$ cat config.mk
export PLATFORM = sky130hd
export DESIGN_NAME = move_request_arbiter
export DESIGN_NICKNAME = d
export VERILOG_FILES = /design/src/rtl/move_request_arbiter_pkg.sv /design/src/rtl/move_request_arbiter_hold_repeat_timer.sv /design/src/rtl/move_request_arbiter.sv
export SDC_FILE = /design/constraint.sdc
export NUM_CORES = 1
export LEC_CHECK = 0
export CAP_MARGIN = 5
export CORE_MARGIN = 2
export CORE_UTILIZATION = 25
export DETAILED_ROUTE_END_ITERATION = 8
export GPL_ROUTABILITY_DRIVEN = 0
export GPL_TIMING_DRIVEN = 0
export SLEW_MARGIN = 20
export SYNTH_ARGS = -nofsm -noshare
export SYNTH_HDL_FRONTEND = slang
export SYNTH_SLANG_ARGS = --single-unit
$ cat constraint.sdc
create_clock -name i_Clk -period 4.67 [get_ports i_Clk]
set_input_delay 1.401 -clock i_Clk [delete_from_list [all_inputs] [get_ports i_Clk]]
set_output_delay 1.401 -clock i_Clk [all_outputs]
set_load 0.01 [all_outputs]
$ cat src/rtl/move_request_arbiter_pkg.sv
// Shared constants for the move request arbiter: direction indices and FSM state encoding.
package move_pkg;

  localparam int unsigned NUM_DIR_DEF = 4;
  localparam int unsigned DIR_W       = $clog2(NUM_DIR_DEF);

  localparam logic [DIR_W-1:0] DIR_UP    = 2'd0;
  localparam logic [DIR_W-1:0] DIR_DOWN  = 2'd1;
  localparam logic [DIR_W-1:0] DIR_LEFT  = 2'd2;
  localparam logic [DIR_W-1:0] DIR_RIGHT = 2'd3;

  typedef enum logic [1:0] {
    ST_IDLE     = 2'd0,
    ST_OFFER    = 2'd1,
    ST_COOLDOWN = 2'd2
  } state_t;

endpackage

$ cat src/rtl/move_request_arbiter_hold_repeat_timer.sv
// Per-direction press-edge detector and hold auto-repeat timer.
// 'edge' is a reserved word, so the press-edge output is named press_edge.
module hold_repeat_timer #(
  parameter int unsigned REPEAT_DELAY  = 25_000_000,
  parameter int unsigned REPEAT_PERIOD = 6_250_000,
  parameter int unsigned CNT_W         = 25
) (
  input  logic i_Clk,
  input  logic i_Rst_n,
  input  logic level,
  input  logic clear,
  output logic press_edge,
  output logic tick
);

  logic             prev_q;
  logic             rep_q;
  logic [CNT_W-1:0] cnt_q;
  logic [CNT_W-1:0] target;

  assign press_edge = level & ~prev_q;
  assign target     = rep_q ? CNT_W'(REPEAT_PERIOD) : CNT_W'(REPEAT_DELAY);
  // cnt_q equals the number of held cycles since the press edge (or last tick)
  assign tick       = (REPEAT_DELAY != 0) && level && !press_edge && !clear && (cnt_q == target);

  always_ff @(posedge i_Clk or negedge i_Rst_n) begin
    if (!i_Rst_n) begin
      prev_q <= 1'b0;
      rep_q  <= 1'b0;
      cnt_q  <= '0;
    end else begin
      prev_q <= level;
      if (clear || !level) begin
        cnt_q <= '0;
        rep_q <= 1'b0;
      end else if (press_edge) begin
        cnt_q <= CNT_W'(1);
        rep_q <= 1'b0;
      end else if (tick) begin
        cnt_q <= CNT_W'(1);
        rep_q <= 1'b1;
      end else begin
        cnt_q <= cnt_q + CNT_W'(1);
      end
    end
  end

endmodule

$ cat src/rtl/move_request_arbiter.sv
// Converts debounced direction switches into single move commands: edge/repeat events latch
// into pending flags, a round-robin arbiter picks one, and a valid/ready offer plus cooldown follows.
module move_request_arbiter
  import move_pkg::*;
#(
  parameter int unsigned NUM_DIR         = 4,
  parameter int unsigned REPEAT_DELAY    = 25_000_000,
  parameter int unsigned REPEAT_PERIOD   = 6_250_000,
  parameter int unsigned COOLDOWN_CYCLES = 1_250_000,
  parameter int unsigned CNT_W           = 25
) (
  input  logic                       i_Clk,
  input  logic                       i_Rst_n,
  input  logic                       i_Enable,
  input  logic [NUM_DIR-1:0]         i_Switch,
  input  logic                       i_Move_Ready,
  output logic                       o_Move_Valid,
  output logic [$clog2(NUM_DIR)-1:0] o_Move_Dir,
  output logic [NUM_DIR-1:0]         o_Pending,
  output logic                       o_Busy
);

  localparam int unsigned DW = $clog2(NUM_DIR);

  state_t             state_q, state_d;
  logic               first_q;
  logic [NUM_DIR-1:0] pend_q;
  logic [DW-1:0]      rr_q;
  logic [DW-1:0]      dir_q;
  logic [CNT_W-1:0]   cd_q;
  logic [NUM_DIR-1:0] edges, ticks, evt, clr_mask;
  logic [DW-1:0]      pick_dir;
  logic               handshake, any_pend, timer_clr;

  assign timer_clr = ~i_Enable;

  for (genvar k = 0; k < NUM_DIR; k++) begin : g_dir
    hold_repeat_timer #(
      .REPEAT_DELAY (REPEAT_DELAY),
      .REPEAT_PERIOD(REPEAT_PERIOD),
      .CNT_W        (CNT_W)
    ) u_timer (
      .i_Clk     (i_Clk),
      .i_Rst_n   (i_Rst_n),
      .level     (i_Switch[k]),
      .clear     (timer_clr),
      .press_edge(edges[k]),
      .tick      (ticks[k])
    );
  end

  // The first cycle after reset only loads prev-switch, so a switch held through reset is not a press
  assign evt       = (edges | ticks) & {NUM_DIR{i_Enable & ~first_q}};
  assign any_pend  = |pend_q;
  assign handshake = (state_q == ST_OFFER) && i_Move_Ready;

  // Rotating priority encoder: first pending bit at or after rr_q, wrapping
  always_comb begin
    int unsigned idx;
    logic        found;
    pick_dir = rr_q;
    found    = 1'b0;
    idx      = 0;
    for (int unsigned i = 0; i < NUM_DIR; i++) begin
      idx = 32'(rr_q) + i;
      if (idx >= NUM_DIR) idx = idx - NUM_DIR;
      if (!found && pend_q[idx[DW-1:0]]) begin
        pick_dir = idx[DW-1:0];
        found    = 1'b1;
      end
    end
  end

  always_comb begin
    clr_mask = '0;
    if (handshake) clr_mask[dir_q] = 1'b1;
  end

  // Set wins over clear so an event coinciding with service still leaves a move queued
  always_ff @(posedge i_Clk or negedge i_Rst_n) begin
    if (!i_Rst_n)       pend_q <= '0;
    else if (!i_Enable) pend_q <= '0;
    else                pend_q <= (pend_q & ~clr_mask) | evt;
  end

  always_ff @(posedge i_Clk or negedge i_Rst_n) begin
    if (!i_Rst_n) state_q <= ST_IDLE;
    else          state_q <= state_d;
  end

  always_comb begin
    state_d = state_q;
    unique case (state_q)
      ST_IDLE:     if (any_pend) state_d = ST_OFFER;
      ST_OFFER:    if (i_Move_Ready) state_d = (COOLDOWN_CYCLES == 0) ? ST_IDLE : ST_COOLDOWN;
      ST_COOLDOWN: if (cd_q <= CNT_W'(1)) state_d = ST_IDLE;
      default:     state_d = ST_IDLE;
    endcase
  end

  always_ff @(posedge i_Clk or negedge i_Rst_n) begin
    if (!i_Rst_n) begin
      first_q <= 1'b1;
      dir_q   <= '0;
      rr_q    <= '0;
      cd_q    <= '0;
    end else begin
      first_q <= 1'b0;
      if (state_q == ST_IDLE && any_pend) dir_q <= pick_dir;
      if (handshake) begin
        rr_q <= (32'(dir_q) == NUM_DIR - 1) ? '0 : dir_q + DW'(1);
        cd_q <= CNT_W'(COOLDOWN_CYCLES);
      end else if (state_q == ST_COOLDOWN) begin
        cd_q <= cd_q - CNT_W'(1);
      end
    end
  end

  always_comb begin
    o_Move_Valid = (state_q == ST_OFFER);
    o_Busy       = (state_q != ST_IDLE);
    o_Move_Dir   = dir_q;
    o_Pending    = pend_q;
  end

endmodule

======== After elaboration in Yosys (flattened, before gate mapping) ========
Index checks and enable logic that the tools add are counted.
operators by class
  $add $sub $neg .......................... 13
  order comparisons ....................... 11
  equal/unequal tests ..................... 10
  multiplexer cells ....................... 58
  bitwise operators ....................... 16
  reduce and logical (&&, ||, !) cells .... 42
operators with widths
  operator                 number
  $mux W25                 18
  $add A25 B1 Y25 const B  4
  $eq A25 B25 Y1           4
  $le A25 B1 Y1 const B    1
  $sub A25 B1 Y25 const B  1
  $mux W2                  12
  $mux W1                  20
  $logic_and A1 B1 Y1      18
  $lt A2 B3 Y1 const B     5
  $reduce_bool A3 Y1       4
  $logic_not A1 Y1         11
  $ge A3 B3 Y1 const B     3
  $and A4 B4 Y4            2
  $bmux W1 S2              4
  $mux W4                  2
  $or A4 B4 Y4             2
  $sub A2 B1 Y2 const B    4
  $add A2 B2 Y3 const B    2
  $ne A2 B2 Y1 const B     3
  $not A1 Y1               6
  $pmux W2 S3              1
  $and A1 B1 Y1            5
  $eq A2 B2 Y1 const B     2
  $logic_or A1 B1 Y1       4
  other kinds (11)         12
storage, ports and cells
  bits in registers ....................... 144
  output and inout bits ................... 8

======== Logic depth before layout (Yosys ltp) ========
  word-level depth ........................ 14
  gate-level depth with buffers ........... 9

======== Hierarchy ========
From an unflattened synthesis, not the netlist that was laid out.
second synthesis, totals
  cells, all modules ...................... 794
  area total of the unflattened synthesis .. 7872.6 um^2
by module, submodules not included
  module                                    instances  cells each  area an instance (um^2)  sequential area each (um^2)
  hold_repeat_timer (g_dir[0].u_timer ...)  3          148         1491.4                   675.6
  move_request_arbiter                      1          198         1918.1                   902.1
  hold_repeat_timer (g_dir[1].u_timer)      1          152         1480.2                   675.6

======== Worst setup path before layout ========
OpenSTA, ideal clock, no wires.
  path type ............................... in2reg
  start ................................... input port i_Enable
  end ..................................... register g_dir[0].u_timer.cnt_q[6]
  setup time .............................. 0.072 ns
  arrival ................................. 2.351 ns
  required time ........................... 4.598 ns
  slack ................................... 2.248 ns
  cell stages on the path ................. 6
  cells stage by stage .................... clkbuf_1 > nand3_1 > or2_1 > buf_4 > buf_6 > nor2_1
between the ends
  word-level cells in the longest chain between the ends .. 5
  elaborated cells between the ends (all ways) .. 7
RTL lines
  what                              RTL line                                      source
  start, declared                   move_request_arbiter.sv:14                    input logic i_Enable,
  $logic_and A1 B1 Y1 (2 in a row)  move_request_arbiter_hold_repeat_timer.sv:24  assign tick = (REPEAT_DELAY != 0) && level && !press_edge && !clear && (cnt_q == target);
  $mux W25                          move_request_arbiter_hold_repeat_timer.sv:39  end else if (tick) begin
  $mux W25                          move_request_arbiter_hold_repeat_timer.sv:36  end else if (press_edge) begin
  $mux W25 *                        move_request_arbiter_hold_repeat_timer.sv:33  if (clear || !level) begin
  end signal, assigned              move_request_arbiter_hold_repeat_timer.sv:43  cnt_q <= cnt_q + CNT_W'(1);
  end, declared                     move_request_arbiter_hold_repeat_timer.sv:18  logic [CNT_W-1:0] cnt_q;
Every way passes the cells marked *; elsewhere a longest branch is shown, timed or not.
A chain may end at the register's enable or synchronous reset.

======== Worst setup path after layout ========
  start ................................... register state_q[1]
  end ..................................... output port o_Move_Valid
between the ends
  word-level cells in the longest chain between the ends .. 1
RTL lines
  what                    RTL line                     source
  start, declared         move_request_arbiter.sv:25   state_t state_q, state_d;
  start signal, assigned  move_request_arbiter.sv:88   else state_q <= state_d;
  $eq A2 B1 Y1            move_request_arbiter.sv:120  o_Move_Valid = (state_q == ST_OFFER);
  end, declared           move_request_arbiter.sv:17   output logic o_Move_Valid,
No other way between the ends.

==> results.yml <==
status:
  status: "finished clean"
die:
  die_h_um: 176
  rows: 62
  die_w_um: 176
  dieArea_um2: 30900
  io_pins: 16
  initial_utilization: 0.256
  core_area_um2: 28900
worst_setup_path:
  critical_path.startpoint: "state_q[1]"
  cp_data_arrival_time_ns: 1.70
  start_kind: "flop"
  r2r_end: "cd_q[22]"
  crit_required_ns: 3.27
  path_max_fanout: 5
  endpoint_kind: "output port"
  reg2reg_depth: 6
  reg2reg_from: "cd_q[7]"
  crit_end: "o_Move_Valid"
  r2r_slack_ns: 2.34
  critPathKind: "flop to output port"
cells_and_area:
  design_area_um2: 8710
  fin_nets: 831
  drive_above_1_share: 0.0852
  synthToLayoutAreaGrowth_pct: 18.0
  nFillCells: 3012
  layout.cells.non_filler: 1206
  n_antenna_cell: 0
routing:
  wire_per_inst_um: 12.8
  via_count: 5563
  ant_nets: 0
  drtIter0Drc: 322
  viasPerCell: 4.61
  drt-total-wl_um: 15400
  drc: 0
  dr.pass1.iters: 4
cts:
  cts_made_buffers: 17
  clkSlewWorstSetupHoldPaths_ns: 0.06
  cts_tree: "yes"
  ctsRootBufferMaster: "clkbuf_16"
  clkLatencyLatePin_ns: 0.43
  htree_num_levels: 4
  cts_resized: 0
  ctsHoldBuffers: 0
  cts_setup_buffers: 0
  clock-sinks: 144
  cts_buffer_depth: 2
global_route:
  met2_usage: 0.169
  grt_max_degree: 93
  top_usage_layer: "met2"
  use_met3: 0.0193
  grt_pass1_wl_um: 27400
  grt_pass1_vias: 5525
  antenna_found_initial: 0
  grt_use_total: 0.108
  gr-usage-met1: 0.149
  overflow: 0
logic_synthesis:
  synth_adder_area_share: 0.0237
  ys_async_sr_fraction: 1.00
  synth_xor_area_frac: 0.116
  synth-compound-area-share: 0.0526
  ys_seq_elements: 144
  yosysSeqAreaShare: 0.488
  synthTopCellsByArea: "dfrtp_1, nor2_1, xor2_1"
  synth_warnings: 0
  synth_cells: 774
  syn_nets: 796
  synth.distinct_cells: 57
  synth_top_family_by_area: "simple AND/OR/NAND/NOR gates"
  yosys.area.top_type: "dfrtp_1"
  syn_area_um2: 7380
  synthFlopType: "dfrtp_1"
  synth_top_area_share: 0.485
  syn_area_per_cell_um2: 9.54
  synthMuxAreaShare: 0.00678
  yosys.area_share.simple: 0.275
  synth_edf_count: 0
  yosys-top-cells-count: "dfrtp_1, nor2_1, nand2_1"
  synthMostInstantiatedCell: "dfrtp_1"
timing:
  hold_viol_final: 0
  tns_ns: 0
  min_period_over_period: 0.665
  skew_ns: 0.0100
  slew_headroom: 0.466
  setup_viol: 0
  rsz0062_at_grt: "false"
  fin_crit_ns: 3.10
  drv_slew: 0
  worst_slew_pin_slew_ns: 0.793
  fmax_mhz: 322
placed_design:
  dpl_cell_area_um2: 8040
  port_buffers: 15
  dp.cells: 1174
  dp_hpwl_um: 10500
pwr:
  power.density_nw_per_um2: 374
  ir_worst_vdd_mv: 0.270
  power_leakage_nw: 3.26
worst_hold_path:
  hold_depth: 1
  hold_path_class: "flop to flop"
run:
  maxCapViolations: 0
-- report_power, final --
part | internal [mW] | leakage, nW | switching, mW
registers | 1.31 | 1.94 | 0.0756
logic | 0.135 | 1.00 | 0.198
clock network | 0.973 | 0.324 | 0.567
total | 2.42 | 3.26 | 0.841
-- metal layers --
metal / part of all wire / vias up
met2: 0.45 / 66
met1: 0.51 / 2723
met4: 0.017 / 0
met3: 0.025 / 16
met5: 0 / -
li1: - / 2758
-- state kept, by name, summed over array words and instances, names as in the netlist --
register / cells
g_dir.u_timer.cnt_q: 100
cd_q: 25
g_dir.u_timer.prev_q: 4
g_dir.u_timer.rep_q: 4
o_Pending: 4
o_Move_Dir: 2
rr_q: 2
state_q: 2
first_q: 1
-- kinds of logic (layout without fill, tap and decap cells) --
group | after synthesis | count (layout)
AND/OR/NAND/NOR | 394 | 394
XOR/XNOR | 98 | 98
adder cells (fa/ha/maj) | 14 | 14
flip-flops | 144 | 144
other | 1 | 1
multiplexers | 5 | 5
AO/OA/AOI/OAI | 58 | 58
buffers and inverters | 60 | 108
-- final cells by class --
cell class              instances  area, um^2  area share
well taps                     384         480      0.0552
multi-input cells             570        3500       0.402
clock inverters                14         226      0.0260
flip-flops and latches        144        3600       0.414
clock buffers                  18         439      0.0504
repair buffers                 16         183      0.0210
plain buffers                  26         145      0.0167
inverters                      34         128      0.0147
-- how the worst min path moves through the flow --
stage / startpoint / to / slack, ns
2_1_floorplan: state_q[0] / cd_q[2] / 0.45
3_3_place_gp: state_q[0] / cd_q[2] / 0.46
3_5_place_dp: state_q[0] / cd_q[2] / 0.47
4_1_cts: state_q[0] / cd_q[2] / 0.48
5_1_grt: state_q[0] / cd_q[2] / 0.51
6_report: g_dir[0].u_timer.prev_q / g_dir[0].u_timer.cnt_q[0] / 0.48
-- metrics by stage --
step | utilization | power, mW | hold slack, ns | setup WS [ns]
floorplan | - | 1.59 | 0.447 | 2.25
global placement | 0.278 | 1.73 | 0.458 | -3.85
detailed placement | 0.279 | 1.74 | 0.472 | 1.38
CTS | 0.302 | 3.30 | 0.482 | 1.53
global route | 0.302 | 3.41 | 0.512 | 1.47
finish | 0.302 | 3.26 | 0.482 | 1.57
-- layout by cell type (no fill, tap or decap), types with 5 or more instances in the layout --
cell               n
a21oi_1           11
a31oi_1            7
and3_1            14
and4_1             7
buf_2              7
bufinv_16          5
clkbuf_1          12
clkbuf_16         17
clkdlybuf4s50_1   14
dfrtp_1          143
ha_1              14
inv_1             34
mux2i_1            5
nand2_1           60
nand3_1           47
nand4_1           35
nor2_1           138
nor2b_1            5
nor3_1            22
nor4_1            14
nor4b_1            8
o211ai_1           5
o21ai_0           13
o31ai_1           10
or2_2              6
or3_1              5
or4_1              5
xnor2_1           47
xor2_1            51
-- worst max-delay path, stage by stage (launching register included) --
cell and delay [ns]:
dfrtp_1 0.42, nor2b_1 0.26, clkdlybuf4s50_1 0.60
(Power assumes the default switching activity.)
